[src/rtl/mem_port_arbiter.sv]
// Arbiter sharing one single-port memory between instruction fetch and the data stage.
// Optional wait/conflict performance counters are enabled with MEM_ARB_PERF_CNT_EN.
module mem_port_arbiter #(
    parameter int ADDR_W       = 32,
    parameter int DATA_W       = 32,
    parameter int STARVE_LIMIT = 4
) (
    input  logic                clk,
    input  logic                rst,
    input  logic                if_req_i,
    input  logic [ADDR_W-1:0]   if_addr_i,
    output logic                if_gnt_o,
    output logic                if_rvalid_o,
    output logic [DATA_W-1:0]   if_rdata_o,
    input  logic                dm_req_i,
    input  logic                dm_we_i,
    input  logic [DATA_W/8-1:0] dm_be_i,
    input  logic [ADDR_W-1:0]   dm_addr_i,
    input  logic [DATA_W-1:0]   dm_wdata_i,
    output logic                dm_gnt_o,
    output logic                dm_rvalid_o,
    output logic [DATA_W-1:0]   dm_rdata_o,
    output logic                mem_req_o,
    output logic                mem_we_o,
    output logic [DATA_W/8-1:0] mem_be_o,
    output logic [ADDR_W-1:0]   mem_addr_o,
    output logic [DATA_W-1:0]   mem_wdata_o,
    input  logic                mem_gnt_i,
    input  logic                mem_rvalid_i,
    input  logic [DATA_W-1:0]   mem_rdata_i
`ifdef MEM_ARB_PERF_CNT_EN
    ,
    output logic [31:0]         perf_if_wait_o,
    output logic [31:0]         perf_dm_wait_o,
    output logic [31:0]         perf_conflict_o
`endif
);

    localparam int BE_W  = DATA_W / 8;
    // Keep the counter at least one bit wide so STARVE_LIMIT=0 still elaborates.
    localparam int CNT_W = (STARVE_LIMIT > 0) ? $clog2(STARVE_LIMIT + 1) : 1;
    localparam logic [CNT_W-1:0] CNT_MAX = CNT_W'(STARVE_LIMIT);

    typedef enum logic [1:0] {
        IDLE = 2'd0,
        REQ  = 2'd1,
        WAIT = 2'd2
    } state_e;

    state_e           state_q, state_d;
    logic             owner_q, owner_d;   // 0 = fetch, 1 = data
    logic [CNT_W-1:0] starve_q, starve_d;

    logic both_req;
    logic fetch_forced;
    logic arb_owner;
    logic cur_owner;
    logic grant;
    logic resp;

    // Arbitration and memory-side request muxing.
    always_comb begin
        both_req     = if_req_i & dm_req_i;
        fetch_forced = (STARVE_LIMIT != 0) && (starve_q == CNT_MAX);
        arb_owner    = dm_req_i & ~(both_req & fetch_forced);
        cur_owner    = (state_q == IDLE) ? arb_owner : owner_q;

        mem_req_o = 1'b0;
        if (state_q == IDLE) begin
            mem_req_o = if_req_i | dm_req_i;
        end else if (state_q == REQ) begin
            mem_req_o = 1'b1;
        end

        mem_we_o    = 1'b0;
        mem_be_o    = '0;
        mem_addr_o  = '0;
        mem_wdata_o = '0;
        if (mem_req_o) begin
            if (cur_owner) begin
                mem_we_o    = dm_we_i;
                mem_be_o    = dm_be_i;
                mem_addr_o  = dm_addr_i;
                mem_wdata_o = dm_wdata_i;
            end else begin
                mem_be_o    = {BE_W{1'b1}};
                mem_addr_o  = if_addr_i;
            end
        end

        grant    = mem_req_o & mem_gnt_i;
        if_gnt_o = grant & ~cur_owner;
        dm_gnt_o = grant & cur_owner;
    end

    // Response routing: only the owner of the outstanding transaction sees it.
    always_comb begin
        resp        = (state_q == WAIT) & mem_rvalid_i;
        if_rvalid_o = resp & ~owner_q;
        dm_rvalid_o = resp & owner_q;
        if_rdata_o  = if_rvalid_o ? mem_rdata_i : '0;
        dm_rdata_o  = dm_rvalid_o ? mem_rdata_i : '0;
    end

    always_comb begin
        state_d  = state_q;
        owner_d  = owner_q;
        starve_d = starve_q;

        case (state_q)
            IDLE: begin
                if (mem_req_o) begin
                    owner_d = arb_owner;
                    state_d = mem_gnt_i ? WAIT : REQ;
                end
            end
            REQ: begin
                if (mem_gnt_i) begin
                    state_d = WAIT;
                end
            end
            WAIT: begin
                if (mem_rvalid_i) begin
                    state_d = IDLE;
                end
            end
            default: state_d = IDLE;
        endcase

        // Count data wins that left fetch waiting; any fetch win clears the streak.
        if (grant) begin
            if (!cur_owner) begin
                starve_d = '0;
            end else if (if_req_i && (starve_q != CNT_MAX)) begin
                starve_d = starve_q + 1'b1;
            end
        end
    end

    always_ff @(posedge clk or negedge rst) begin
        if (!rst) begin
            state_q  <= IDLE;
            owner_q  <= 1'b0;
            starve_q <= '0;
        end else begin
            state_q  <= state_d;
            owner_q  <= owner_d;
            starve_q <= starve_d;
        end
    end

`ifdef MEM_ARB_PERF_CNT_EN
    logic [31:0] perf_if_wait_q, perf_if_wait_d;
    logic [31:0] perf_dm_wait_q, perf_dm_wait_d;
    logic [31:0] perf_conflict_q, perf_conflict_d;

    always_comb begin
        perf_if_wait_d  = perf_if_wait_q  + ((if_req_i && !if_gnt_o) ? 32'd1 : 32'd0);
        perf_dm_wait_d  = perf_dm_wait_q  + ((dm_req_i && !dm_gnt_o) ? 32'd1 : 32'd0);
        perf_conflict_d = perf_conflict_q + (((state_q == IDLE) && both_req) ? 32'd1 : 32'd0);
    end

    always_ff @(posedge clk or negedge rst) begin
        if (!rst) begin
            perf_if_wait_q  <= '0;
            perf_dm_wait_q  <= '0;
            perf_conflict_q <= '0;
        end else begin
            perf_if_wait_q  <= perf_if_wait_d;
            perf_dm_wait_q  <= perf_dm_wait_d;
            perf_conflict_q <= perf_conflict_d;
        end
    end

    assign perf_if_wait_o  = perf_if_wait_q;
    assign perf_dm_wait_o  = perf_dm_wait_q;
    assign perf_conflict_o = perf_conflict_q;
`endif

endmodule
[config.mk]
export PLATFORM = sky130hd
export DESIGN_NAME = mem_port_arbiter
export DESIGN_NICKNAME = d
export VERILOG_FILES = /design/src/rtl/mem_port_arbiter.sv
export SDC_FILE = /design/constraint.sdc
export NUM_CORES = 1
export LEC_CHECK = 0
export CAP_MARGIN = 25
export CORE_AREA = 4 4 106 108
export CTS_CLUSTER_DIAMETER = 150
export DETAILED_ROUTE_END_ITERATION = 10
export DIE_AREA = 0 0 110 112
export PLACE_DENSITY = 0.76
export SYNTH_ARGS = -nofsm -noshare
export SYNTH_HDL_FRONTEND = slang
export SYNTH_SLANG_ARGS = --single-unit
[constraint.sdc]
create_clock -name clk -period 1.6 [get_ports clk]
set_input_delay 0.24 -clock clk [delete_from_list [all_inputs] [get_ports clk]]
set_output_delay 0.24 -clock clk [all_outputs]
set_load 0.02 [all_outputs]
==> qor.yml <==
die_h_um: 112
synth_fp_nets: 404
coreArea_mm2: 0.01023
synth.avg_cell_area_um2: 6.475
ys_types: 33
clockBufferDepth: 2
holdWs_ps: 269.4
p_sw_mw: 2.405
cts_root_buffer: "clkbuf_8"
reg2reg_depth: 10
setup_tns_ps: -64270
dpl.hpwl_um: 9109
synth-seq-cells: 6
switching_share_pct: 44.57
fin_crit_sh_pct: 136.6
cts_made_buffers: 3
place.gp.congestion: 0.7669
required_ps: 1360
min_period_ps: 2185
cp-start-kind: "flip-flop"
ir_drop_mv: 0.3634
maxCapViolCount: 0
htreeDepth: 1
wl_per_cell_um: 19.48
grt_pass1_wl_um: 19880
synth_mux_area_share_pct: 0
fin_ws_ps: -585.3
synthAdderAreaFrac_pct: 1.470
skew_ps: 0.7453
die_w_um: 110
rsz0062_at_grt: "yes"
dr.pass1.iters: 4
io_pins: 277
cellPowerDensity_mw_per_mm2: 804.7
routed_wl_um: 14650
violations: "setup timing"
grt_pass1_vias: 3723
worst_slew_pin_slew_ps: 298.3
drive_gt1_share_pct: 70.08
pre_cts_slack_ps: -1084
route.detailed.drc: 0
synth_xor_area_share_pct: 0
end_kind: "output pin"
setup_violations: 142
comb_power_share_pct: 91.7
placementRows: 37
r2r-end: "starve_q[1]"
outcome: "finished with violations"
cts.sinks: 6
achievable-frequency_ghz: 0.4576
yosysWarnings: 0
synth_edf_count: 0
syn_to_final_growth_pct: 293.8
critPathArrivalTime_ps: 1950
synth_top_family_by_area: "simple AND/OR/NAND/NOR gates"
r2r_slack_ps: -270
synth_cells: 263
r2r-start: "starve_q[1]"
synth_simple_gate_area_share_pct: 58.71
clkPwrFrac_pct: 4.3
drv_slew: 0
antenna_found_initial: 1
synth_compound_area_share_pct: 19.03
cp_max_fo: 10
p_leak_nw: 2.959
n_fill_cell: 765
initial_core_util_pct: 16.64
portBuffers: 276
syn-cell-area_mm2: 0.001703
nets: 758
clock_latency_ps: 220
drt_iter0_markers: 109
min_path_type: "in2async"
seqCellArea_um2: 151.4
yosysSeqAreaShare_pct: 8.817
post-route-util_pct: 65.54
async_reset_ff_share_pct: 100.0
internal_power_mw: 2.991
clk_pin_slew_ps: 40
vias: 3372
gr-total-overflow: 0
p_total_mw: 5.396
cts_tree: "yes"
vias_per_cell: 4.484
max_slew_margin_pct: 80.05
grt_max_degree: 35
synthFlopType: "dfrtp_1"
crit_type: "reg2out"
multiInputGateArea_mm2: 0.002216
grt_usage_pct: 20.66
die_area_mm2: 0.01232
route.antenna.remaining_nets: 0
p_seq_share_pct: 3.9
hold_viol_final: 0
stage by stage:
stage | cell area (um^2) | std cells
after floorplan | 2126 | 263
after global placement | 5162 | 679
after detailed placement | 5162 | 679
after CTS | 6242 | 736
after global routing | 6705 | 752
final | 6705 | 752
layout by cell type, fill, tap and decap left out, types with 2 or more instances in the layout:
master           count
nor2_1               7
nand2b_4             2
nor2_2               5
buf_6              179
inv_2                2
nand2_2             32
clkbuf_16            3
dfrtp_1              5
buf_16               2
nor2_4               2
a31o_4               4
a21oi_2              4
buf_8                6
buf_12              12
clkbuf_8             3
a21oi_4             28
nand2_1             27
and3_4              33
nand2_4              8
inv_8                4
buf_4               23
and2_4              64
a21o_1               2
clkdlybuf4s50_1    136
cell type report:
| cell class | instances | share of cell area [%] |
|---|---|---|
| repair buffers | 364 | 60.18 |
| multi-input cells | 234 | 33.05 |
| well taps | 136 | 2.538 |
| flip-flops and latches | 6 | 2.258 |
| repair inverters | 5 | 0.9703 |
| clock buffers | 3 | 0.6158 |
| inverters | 3 | 0.3545 |
| diodes | 1 | 0.03732 |
state kept, by name, summed over array words and instances (netlist names):
register  count
owner_q       1
state_q       2
starve_q      3
worst max-delay path: stages, from the launching register on:
cell	delay [ps]
dfrtp_1	380
inv_2	80
ha_4	160
nand3_4	80
buf_6	130
a31oi_4	190
buf_6	190
buf_12	160
nand2_2	70
a21oi_4	150
buf_6	130
power by group through the flow:
stage / registers [mW] / logic (mW) / clock network [mW]
floorplan: 0.214 / 1.95 / 0
global placement: 0.203 / 3.38 / 0
detailed placement: 0.205 / 3.44 / 0
CTS: 0.208 / 4.42 / 0.239
global route: 0.217 / 5.20 / 0.248
finish: 0.213 / 4.95 / 0.233
routing by layer:
metal | GRT usage [%] | vias up | share of wire [%]
met3 | 5.913 | 22 | 10
met4 | 3.741 | 0 | 2.0
met2 | 41.26 | 192 | 54
met1 | 20.59 | 1575 | 33
met5 | 0 | - | 0
li1 | - | 1583 | -
cells in the mapped netlist, types with 3 or more instances:
| cell | n | area, um^2 |
|---|---|---|
| a21oi_1 | 15 | 75.07 |
| a21oi_2 | 17 | 148.9 |
| and2_1 | 64 | 400.4 |
| and3_1 | 33 | 206.5 |
| buf_2 | 3 | 15.01 |
| buf_6 | 9 | 101.4 |
| clkbuf_1 | 7 | 26.28 |
| dfrtp_1 | 6 | 150.1 |
| nand2_1 | 67 | 251.5 |
| nor2_1 | 14 | 52.55 |
cell families after synthesis:
family	count (synthesis)
flip-flops	6
buffers and inverters	27
AO/OA/AOI/OAI	42
AND/OR/NAND/NOR	186
adder cells (fa/ha/maj)	2
timing repair:
item                                    in CTS  in global routing
hold buffers                                 0                  0
pin swaps                                   38                 44
gates resized for setup                    903                146
endpoints found under the setup margin     142                143
cloned                                      11                  9
setup buffers                               43                 15
worst max-delay path by stage:
stage	start	endpoint	slack, ps	cells after the start
after global placement	if_req_i	mem_wdata_o[11]	-1050	6
after global routing	starve_q[0]	mem_addr_o[0]	-650	10
after floorplan	starve_q[0]	mem_addr_o[1]	-70	8
final	starve_q[1]	mem_addr_o[0]	-590	10
after detailed placement	if_req_i	mem_wdata_o[7]	-1080	6
after CTS	starve_q[0]	mem_addr_o[14]	-720	9
Power figures use the tool's default switching activity.
